$ cat config.mk
export PLATFORM = sky130hd
export DESIGN_NAME = sprite_list_rx
export DESIGN_NICKNAME = d
export VERILOG_FILES = /design/src/rtl/sprite_pkg.sv /design/src/rtl/sprite_list_ram.sv /design/src/rtl/sprite_list_rx.sv
export SDC_FILE = /design/constraint.sdc
export NUM_CORES = 2
export LEC_CHECK = 0
export ABC_AREA = 0
export BUFFER_PORTS_ARGS = -buffer_cell sky130_fd_sc_hd__buf_2
export CAP_MARGIN = 20
export CORE_UTILIZATION = 57
export CTS_CLUSTER_DIAMETER = 120
export DETAILED_ROUTE_END_ITERATION = 10
export PLACE_DENSITY_LB_ADDON = 0.25
export SETUP_SLACK_MARGIN = 0.15
export SYNTH_ARGS = -nofsm -noshare
export SYNTH_HDL_FRONTEND = slang
export SYNTH_HIERARCHICAL = 1
export SYNTH_SLANG_ARGS = --single-unit
$ cat constraint.sdc
create_clock -name clk_pixel -period 3.1 [get_ports clk_pixel]
set_input_delay 0.465 -clock clk_pixel [delete_from_list [all_inputs] [get_ports clk_pixel]]
set_output_delay 0.465 -clock clk_pixel [all_outputs]
set_load 0.1 [all_outputs]
$ cat src/rtl/sprite_pkg.sv
// Shared types, default geometry and helpers for the sprite command receiver.
package sprite_pkg;

    localparam int CANVAS_WIDTH_DEF  = 360;
    localparam int CANVAS_HEIGHT_DEF = 720;
    localparam int NUM_FRAMES_DEF    = 5;
    localparam int MAX_SPRITES_DEF   = 64;

    localparam int XW_DEF = $clog2(CANVAS_WIDTH_DEF);
    localparam int YW_DEF = $clog2(CANVAS_HEIGHT_DEF);
    localparam int FW_DEF = $clog2(NUM_FRAMES_DEF);

    // One stored sprite command; the RAM word uses this field order (x in the MSBs).
    typedef struct packed {
        logic [XW_DEF-1:0] x;
        logic [YW_DEF-1:0] y;
        logic [FW_DEF-1:0] frame;
    } sprite_cmd_t;

    typedef enum logic {
        RX_RECEIVE = 1'b0,
        RX_FULL    = 1'b1
    } rx_state_t;

    // True when a coordinate/frame value lies inside its legal range.
    function automatic logic in_range(input int unsigned value, input int unsigned limit);
        return value < limit;
    endfunction

endpackage

$ cat src/rtl/sprite_list_ram.sv
// Simple dual-port RAM holding both sprite banks: one synchronous write port and
// one registered read port, shaped so it maps onto a single block RAM.
module sprite_list_ram
    import sprite_pkg::*;
#(
    parameter int DEPTH = 2 * MAX_SPRITES_DEF,
    parameter int DW    = $bits(sprite_cmd_t),
    localparam int AW   = $clog2(DEPTH)
) (
    input  logic          clk_i,
    input  logic          we_i,
    input  logic [AW-1:0] waddr_i,
    input  logic [DW-1:0] wdata_i,
    input  logic [AW-1:0] raddr_i,
    output logic [DW-1:0] rdata_o
);

    logic [DW-1:0] mem_q [DEPTH];
    logic [DW-1:0] rdata_q;

    // Write port: store the accepted command.
    always_ff @(posedge clk_i) begin
        if (we_i) begin
            mem_q[waddr_i] <= wdata_i;
        end
    end

    // Read port: registered output, returns contents as they were before this edge.
    always_ff @(posedge clk_i) begin
        rdata_q <= mem_q[raddr_i];
    end

    assign rdata_o = rdata_q;

endmodule

$ cat src/rtl/sprite_list_rx.sv
// Sprite command receiver: double-buffered sprite list. Commands are written into
// the write bank during a video frame; new_frame swaps banks and the renderer reads
// the display bank through a one-cycle registered port.
// Optional feature: define SPRITE_RX_BOUNDS_CHECK_EN to drop (but still handshake)
// commands whose x, y or frame fall outside the canvas / animation range.
module sprite_list_rx
    import sprite_pkg::*;
#(
    parameter int CANVAS_WIDTH  = CANVAS_WIDTH_DEF,
    parameter int CANVAS_HEIGHT = CANVAS_HEIGHT_DEF,
    parameter int NUM_FRAMES    = NUM_FRAMES_DEF,
    parameter int MAX_SPRITES   = MAX_SPRITES_DEF,
    localparam int XW = $clog2(CANVAS_WIDTH),
    localparam int YW = $clog2(CANVAS_HEIGHT),
    localparam int FW = $clog2(NUM_FRAMES),
    localparam int IW = $clog2(MAX_SPRITES)
) (
    input  logic          clk_pixel,
    input  logic          sys_rst_n,
    input  logic          new_frame,
    input  logic          sprite_valid,
    input  logic [XW-1:0] sprite_x,
    input  logic [YW-1:0] sprite_y,
    input  logic [FW-1:0] sprite_frame,
    output logic          sprite_ready,
    input  logic [IW-1:0] rd_index,
    output logic          rd_valid,
    output logic [XW-1:0] rd_x,
    output logic [YW-1:0] rd_y,
    output logic [FW-1:0] rd_frame,
    output logic [IW:0]   sprite_count,
    output logic          overflow
);

    localparam int DW = XW + YW + FW;
    localparam logic [IW:0] FULL_COUNT = (IW+1)'(MAX_SPRITES);

    rx_state_t   state_q, state_d;
    logic        wr_bank_q, wr_bank_d;
    logic [IW:0] wr_count_q, wr_count_d;
    logic [IW:0] sprite_count_q, sprite_count_d;
    logic        overflow_q, overflow_d;
    logic        ovf_pending_q, ovf_pending_d;
    logic        rd_valid_q;

    logic          ready;
    logic          xfer;
    logic          store;
    logic [DW-1:0] ram_rdata;

    assign xfer = sprite_valid && sprite_ready;

`ifdef SPRITE_RX_BOUNDS_CHECK_EN
    assign store = xfer
                && in_range(32'(sprite_x), CANVAS_WIDTH)
                && in_range(32'(sprite_y), CANVAS_HEIGHT)
                && in_range(32'(sprite_frame), NUM_FRAMES);
`else
    assign store = xfer;
`endif

    // Next-state and handshake logic; new_frame overrides everything else.
    always_comb begin
        state_d        = state_q;
        wr_bank_d      = wr_bank_q;
        wr_count_d     = wr_count_q;
        sprite_count_d = sprite_count_q;
        overflow_d     = overflow_q;
        ovf_pending_d  = ovf_pending_q;
        ready          = 1'b0;

        case (state_q)
            RX_RECEIVE: ready = !new_frame;
            RX_FULL:    ready = 1'b0;
            default:    ready = 1'b0;
        endcase

        if (new_frame) begin
            state_d        = RX_RECEIVE;
            wr_bank_d      = !wr_bank_q;
            sprite_count_d = wr_count_q;
            wr_count_d     = '0;
            overflow_d     = ovf_pending_q;
            ovf_pending_d  = 1'b0;
        end else begin
            if (sprite_valid && state_q == RX_FULL) begin
                ovf_pending_d = 1'b1;
            end
            if (store) begin
                wr_count_d = wr_count_q + 1'b1;
                if (wr_count_d == FULL_COUNT) begin
                    state_d = RX_FULL;
                end
            end
        end
    end

    // Ready is held low while reset is asserted.
    assign sprite_ready = ready && sys_rst_n;

    // Control state, counters and bank select.
    always_ff @(posedge clk_pixel or negedge sys_rst_n) begin
        if (!sys_rst_n) begin
            state_q        <= RX_RECEIVE;
            wr_bank_q      <= 1'b0;
            wr_count_q     <= '0;
            sprite_count_q <= '0;
            overflow_q     <= 1'b0;
            ovf_pending_q  <= 1'b0;
        end else begin
            state_q        <= state_d;
            wr_bank_q      <= wr_bank_d;
            wr_count_q     <= wr_count_d;
            sprite_count_q <= sprite_count_d;
            overflow_q     <= overflow_d;
            ovf_pending_q  <= ovf_pending_d;
        end
    end

    // Read-valid pipeline, aligned with the RAM's registered output.
    always_ff @(posedge clk_pixel or negedge sys_rst_n) begin
        if (!sys_rst_n) begin
            rd_valid_q <= 1'b0;
        end else begin
            rd_valid_q <= ({1'b0, rd_index} < sprite_count_q);
        end
    end

    // Both banks share one RAM; the bank bit is the address MSB. The reader always
    // addresses the bank opposite to the one being written, so no collision occurs.
    sprite_list_ram #(
        .DEPTH (2 * MAX_SPRITES),
        .DW    (DW)
    ) u_ram (
        .clk_i   (clk_pixel),
        .we_i    (store),
        .waddr_i ({wr_bank_q, wr_count_q[IW-1:0]}),
        .wdata_i ({sprite_x, sprite_y, sprite_frame}),
        .raddr_i ({!wr_bank_q, rd_index}),
        .rdata_o (ram_rdata)
    );

    assign rd_valid     = rd_valid_q;
    assign rd_x         = rd_valid_q ? ram_rdata[DW-1 -: XW]    : '0;
    assign rd_y         = rd_valid_q ? ram_rdata[FW +: YW]      : '0;
    assign rd_frame     = rd_valid_q ? ram_rdata[FW-1:0]        : '0;
    assign sprite_count = sprite_count_q;
    assign overflow     = overflow_q;

endmodule

== Word level (Yosys, flattened, before mapping) ==
Memories as Yosys holds them, arrays and structs flattened. A register that Yosys moved wholly into a read port is not among the register bits.
Index checks and enable logic that the tools add are counted.

* Register bits after elaboration: 19
* RAM bits: 2816
* Output and inout bits: 32
* Memories: 1

{| class="wikitable"
|+ Memories
! memory !! depth !! bits a word !! rd ports !! clocked after memory_dff !! wr ports !! RTL line !! RTL
|-
| u_ram.mem_q || 128 || 22 || 1 || 1 || 1 || sprite_list_ram.sv:18 || <nowiki>logic [DW-1:0] mem_q [DEPTH];</nowiki>
|}

* Add/sub/neg operators: 1
* Order comparisons: 1
* Equality and inequality tests: 1
* Mux-type cells: 13
* Bitwise operators: 1
* Reductions and logical operators: 9

{| class="wikitable"
|+ Operators by type and width
! cell !! number
|-
| $mux W7 || 2
|-
| $mux W10 || 1
|-
| $mux W9 || 1
|-
| $add A7 B1 Y7 const B || 1
|-
| $eq A7 B7 Y1 const B || 1
|-
| $lt A6 B7 Y1 || 1
|-
| $mux W1 || 7
|-
| $reduce_bool A2 Y1 || 3
|-
| $logic_and A1 B1 Y1 || 3
|-
| $mux W3 || 1
|-
| $logic_not A1 Y1 || 2
|-
| $pmux W1 S2 || 1
|-
| $reduce_and A2 Y1 || 1
|-
| $not A1 Y1 || 1
|}

== Logic depth before layout (Yosys ltp) ==
* Depth in word-level cells: 6
* Gate-level depth with buffers: 8

== Modules after synthesis ==
The synthesis kept the hierarchy.

{| class="wikitable"
|+ Modules (own cells, without submodules)
! module !! times used !! cells each !! area an instance (um^2) !! sequential area each (um^2)
|-
| sprite_list_ram || 1 || 4175 || 107663.3 || 85001.5
|-
| sprite_list_rx || 1 || 117 || 1092.3 || 475.5
|}

== Worst setup path before layout ==
Ideal clock, no wire load.

* Path kind: input to output
* Start point: input new_frame
* End point: output sprite_ready
* Arrival: 3.067 ns
* Path slack: -0.432 ns
* Stages on the path: 3
* Path through: clkbuf_1 -> clkbuf_1 -> nor3b_1

* Word-level cells in the longest chain between the ends: 3

{| class="wikitable"
|+ Ends and longest elaborated chain
! item !! RTL line !! RTL
|-
| start, declared || sprite_list_rx.sv:20 || <nowiki>input logic new_frame,</nowiki>
|-
| $logic_not A1 Y1 || sprite_list_rx.sv:73 || <nowiki>RX_RECEIVE: ready = !new_frame;</nowiki>
|-
| $pmux W1 S2 || sprite_list_rx.sv:72 || <nowiki>case (state_q)</nowiki>
|-
| $logic_and A1 B1 Y1 || sprite_list_rx.sv:99 || <nowiki>assign sprite_ready = ready && sys_rst_n;</nowiki>
|-
| end, declared || sprite_list_rx.sv:25 || <nowiki>output logic sprite_ready,</nowiki>
|}

Every way passes these cells.

== Worst setup path after layout ==
* Start point: register rd_valid_q, in the netlist rd_valid
* End point: output rd_x[7]

* Word-level cells in the longest chain between the ends: 1

{| class="wikitable"
|+ Ends and longest elaborated chain
! item !! RTL line !! RTL
|-
| start, declared || sprite_list_rx.sv:44 || <nowiki>logic rd_valid_q;</nowiki>
|-
| start signal, assigned || sprite_list_rx.sv:125 || <nowiki>rd_valid_q <= ({1'b0, rd_index} < sprite_count_q);</nowiki>
|-
| $mux W9 || sprite_list_rx.sv:144 || <nowiki>assign rd_x = rd_valid_q ? ram_rdata[DW-1 -: XW] : '0;</nowiki>
|-
| end, declared || sprite_list_rx.sv:28 || <nowiki>output logic [XW-1:0] rd_x,</nowiki>
|}

Every way passes these cells.

==> reports/qor.csv <==
stage;metric;value;unit
status;status;completed;
sta;period utilisation layout;0.931;
setup_path;slowest stage delay, CP;0.64;ns
drt;routed wire length;276;mm
setup_path;launch point of the worst reg-to-reg path;state_q;
sta;Max Clock Skew;0.0482;ns
setup_path;crit path from;rd_valid;
logic_synthesis;Synth cell types;35;
pwr;combinational power share;0.066;
clock_network;H-tree levels;5;
clock_network;worst skew pair latency;0.94;ns
setup_path;CP Class;register to primary output;
setup_path;crit path buf inv count;2;
pwr;sequential power share;0.526;
layout;commonest non-fill, non-tap cells in the layout;edfxtp_1 (2816), mux4_2 (924), clkbuf_16 (299);
logic_synthesis;Mean Syn Cell Area;25.3;um2
logic_synthesis;Ys Warns;6;
pwr;Sw Share;0.218;
drt;Initial DRC Count;7616;
clock_network;CTS clk-pin slew, worst paths;0.06;ns
setup_path;worst reg-to-reg path cell count;8;
pwr;P per Cell Area;646;nW/um2
clock_network;CTS sink count;2857;
floorplan;Initial Util;0.577;
pwr;Worst IR Drop VDD;0.593;mV
floorplan;# rows;159;
floorplan;die area;193000;um2
pwr;post-route total power;0.0817;W
worst_hold_path;Tightest Hold Check Type;input port to register;
drt;wire per inst;36.4;um
drt;via count;51200;
floorplan;Core Area;189000;um2
sta;Slew headroom;0.245;
floorplan;Die Wd;439;um
sta;RSZ-0062 raised after global routing;no;
setup_path;Top delay family on crit path;buffers and inverters;
setup_path;Critical Path End Type;primary output;
setup_path;worst path cell trace;buf_4, and2_1, buf_2;
layout;most common cell after layout, fill and taps aside;edfxtp_1;
clock_network;Post-CTS Setup Bufs;0;
worst_hold_path;Min-Delay Path Depth;1;
global_route;Total Routing Usage GR;0.292;
pwr;Clk pwr share;0.407;
floorplan;Ports;64;
pwr;Pint;0.0639;W
pwr;Lkg Pwr;39.6;nW
pwr;P_sw;0.0178;W
global_route;largest net degree at the start of global routing;99;
place;post-DP HPWL;160;mm
setup_path;R2R Setup Slk;0.44;ns
setup_path;cell at the slowest stage of the critical path;dfrtp_2;
logic_synthesis;Gate Count Post-Synth;4292;
drt;DRC errors left;0;
logic_synthesis;Post-Syn Area;109000;um2
sta;Max Fclk;347;MHz
setup_path;FF-to-FF End;u_ram/mem_q[28][18];
layout;layout net count;4880;
setup_path;Worst EP required;2.63;ns
global_route;vias in the first global route;51500;
layout;Area growth syn-to-layout;16.2;%
sta;Final Hold Viols;0;
drt;DRT Pass-1 Iters;6;
job;total of max-cap violations;0;
global_route;initial antenna violation count;30;
place;port bufs;63;
layout;share of layout cells above drive strength 1;0.383;
sta;setup violators final;0;
sta;Slew Viols, Final;0;
setup_path;Critical Path AT;2.42;ns
sta;Least-Margin Pin Slew;1.13;ns
logic_synthesis;post-synth net total;4330;
sta;hold_ws;0.0454;ns
place;GPL Wtd Cong;0.866;
clock_network;CTS tree;done;
sta;setup_tns;0;ns
clock_network;root buffer cell;clkbuf_16;
setup_path;Crit. path cell count;3;
global_route;gr ovfl total;0;
logic_synthesis;sequential fraction of the synthesis area;0.786;
sta;Tmin final;2.89;ns
setup_path;CP max FO;14;
drt;DRT antenna net count;0;
logic_synthesis;register bit total from synthesis;2857;
setup_path;Critical Path Start Type;register;
setup_path;Setup crit end;rd_x[7];
global_route;first-pass GRT wire length;388;mm
drt;Via density;6.76;
floorplan;height of the die;439;um
clock_network;Clock Tree Buf Depth;4;
clock_network;TritonCTS Buffers;293;
-- power by group through the flow --
stage | Clock, W | Sequential [W] | Combinational (W)
finish | 0.0333 | 0.0430 | 0.00542
global route | 0.0350 | 0.0429 | 0.00556
CTS | 0.0336 | 0.0430 | 0.00541
detailed placement | 0 | 0.0438 | 0.00537
global placement | 0 | 0.0438 | 0.00531
floorplan | 0 | 0.0435 | 0.00287
-- cell type report --
class | instances | area (um2)
Timing Repair Buffer | 481 | 6020
Fill cell | 11300 | 62300
Antenna cell | 34 | 85.1
Sequential cell | 2857 | 85500
Tap cell | 2495 | 3120
Inverter | 9 | 33.8
Multi-Input combinational cell | 1200 | 22700
Clock buffer | 371 | 7830
Clock inverter | 123 | 1050
-- metal layers --
metal / up-vias / part of all wire / global-route usage
li1: 19800 / - / -
met1: 27500 / 0.36 / 0.412
met2: 3312 / 0.49 / 0.463
met3: 502 / 0.11 / 0.0587
met4: 18 / 0.035 / 0.103
met5: - / 0.00045 / 0
-- Yosys cell counts --
master / number / area, um2
inv_1: 9 / 33.8
o21ai_0: 7 / 35.0
nand4_1: 4 / 25.0
and2_1: 22 / 138
nor2_1: 132 / 495
a211o_1: 1 / 8.76
xor2_1: 6 / 52.6
nand3_1: 16 / 80.1
nand3b_1: 1 / 7.51
dfrtp_1: 19 / 475
ha_1: 6 / 75.1
mux2_2: 25 / 282
clkbuf_1: 140 / 526
nor3b_1: 1 / 7.51
or3_1: 1 / 6.26
a21o_1: 1 / 7.51
nor2b_1: 7 / 43.8
o21ba_2: 1 / 10.0
buf_2: 59 / 295
nand2_1: 20 / 75.1
and4b_1: 1 / 10.0
o211ai_1: 1 / 7.51
buf_4: 1 / 7.51
and4_4: 1 / 11.3
a211oi_1: 1 / 7.51
buf_1: 26 / 97.6
and3_2: 1 / 7.51
nor3_1: 9 / 45.0
nand2b_1: 3 / 18.8
edfxtp_1: 2816 / 84600
mux2i_1: 1 / 10.0
dfxtp_1: 22 / 440
mux4_2: 924 / 20800
xnor2_1: 2 / 17.5
a21oi_1: 5 / 25.0
-- logic make-up (layout without fill, tap and decap cells) --
logic type | count (synthesis) | in the layout | share of synthesized area
DFF | 2857 | 2857 | 0.786
muxes | 950 | 950 | 0.194
buffers and inverters | 235 | 984 | 0.00882
and+or+nand+nor | 219 | 219 | 0.00893
AOI/OAI and AO/OA | 17 | 17 | 0.000932
xor gates and xnor gates | 8 | 8 | 0.000644
adders and majority gates | 6 | 6 | 0.000690
other | 0 | 34 | 0
-- timing repair --
action / CTS / global route
hold endpoints to repair: 56 / 19
hold buffers: 5 / 1
gates resized for setup: 3 / 0
endpoints found under the setup margin: 21 / 0
-- worst min-delay path by stage --
stage,startpoint,endpoint,slack (ns)
floorplan,sys_rst_n,overflow,0.17
global placement,ovf_pending_q,ovf_pending_q,0.48
detailed placement,ovf_pending_q,ovf_pending_q,0.49
CTS,new_frame,wr_count_q[6],0.003
global route,sprite_x[7],u_ram/mem_q[34][20],0.04
finish,sprite_y[9],u_ram/mem_q[32][12],0.05
-- flip-flops by register name, indices dropped and copies added, names as in the netlist, 7 cells and up --
name,flops
u_ram/mem_q,2816
u_ram/rdata_o,22
sprite_count,7
wr_count_q,7
-- stage by stage --
stage	setup WS (ns)	std cells	util	cell area, um2
floorplan	-0.389	4292	-	109000
global placement	-0.426	7035	0.622	117000
detailed placement	-0.419	7035	0.622	117000
CTS	0.197	7534	0.669	126000
global route	0.192	7563	0.670	126000
finish	0.214	7570	0.670	126000
No activity file was read; power rests on OpenSTA's default activity.
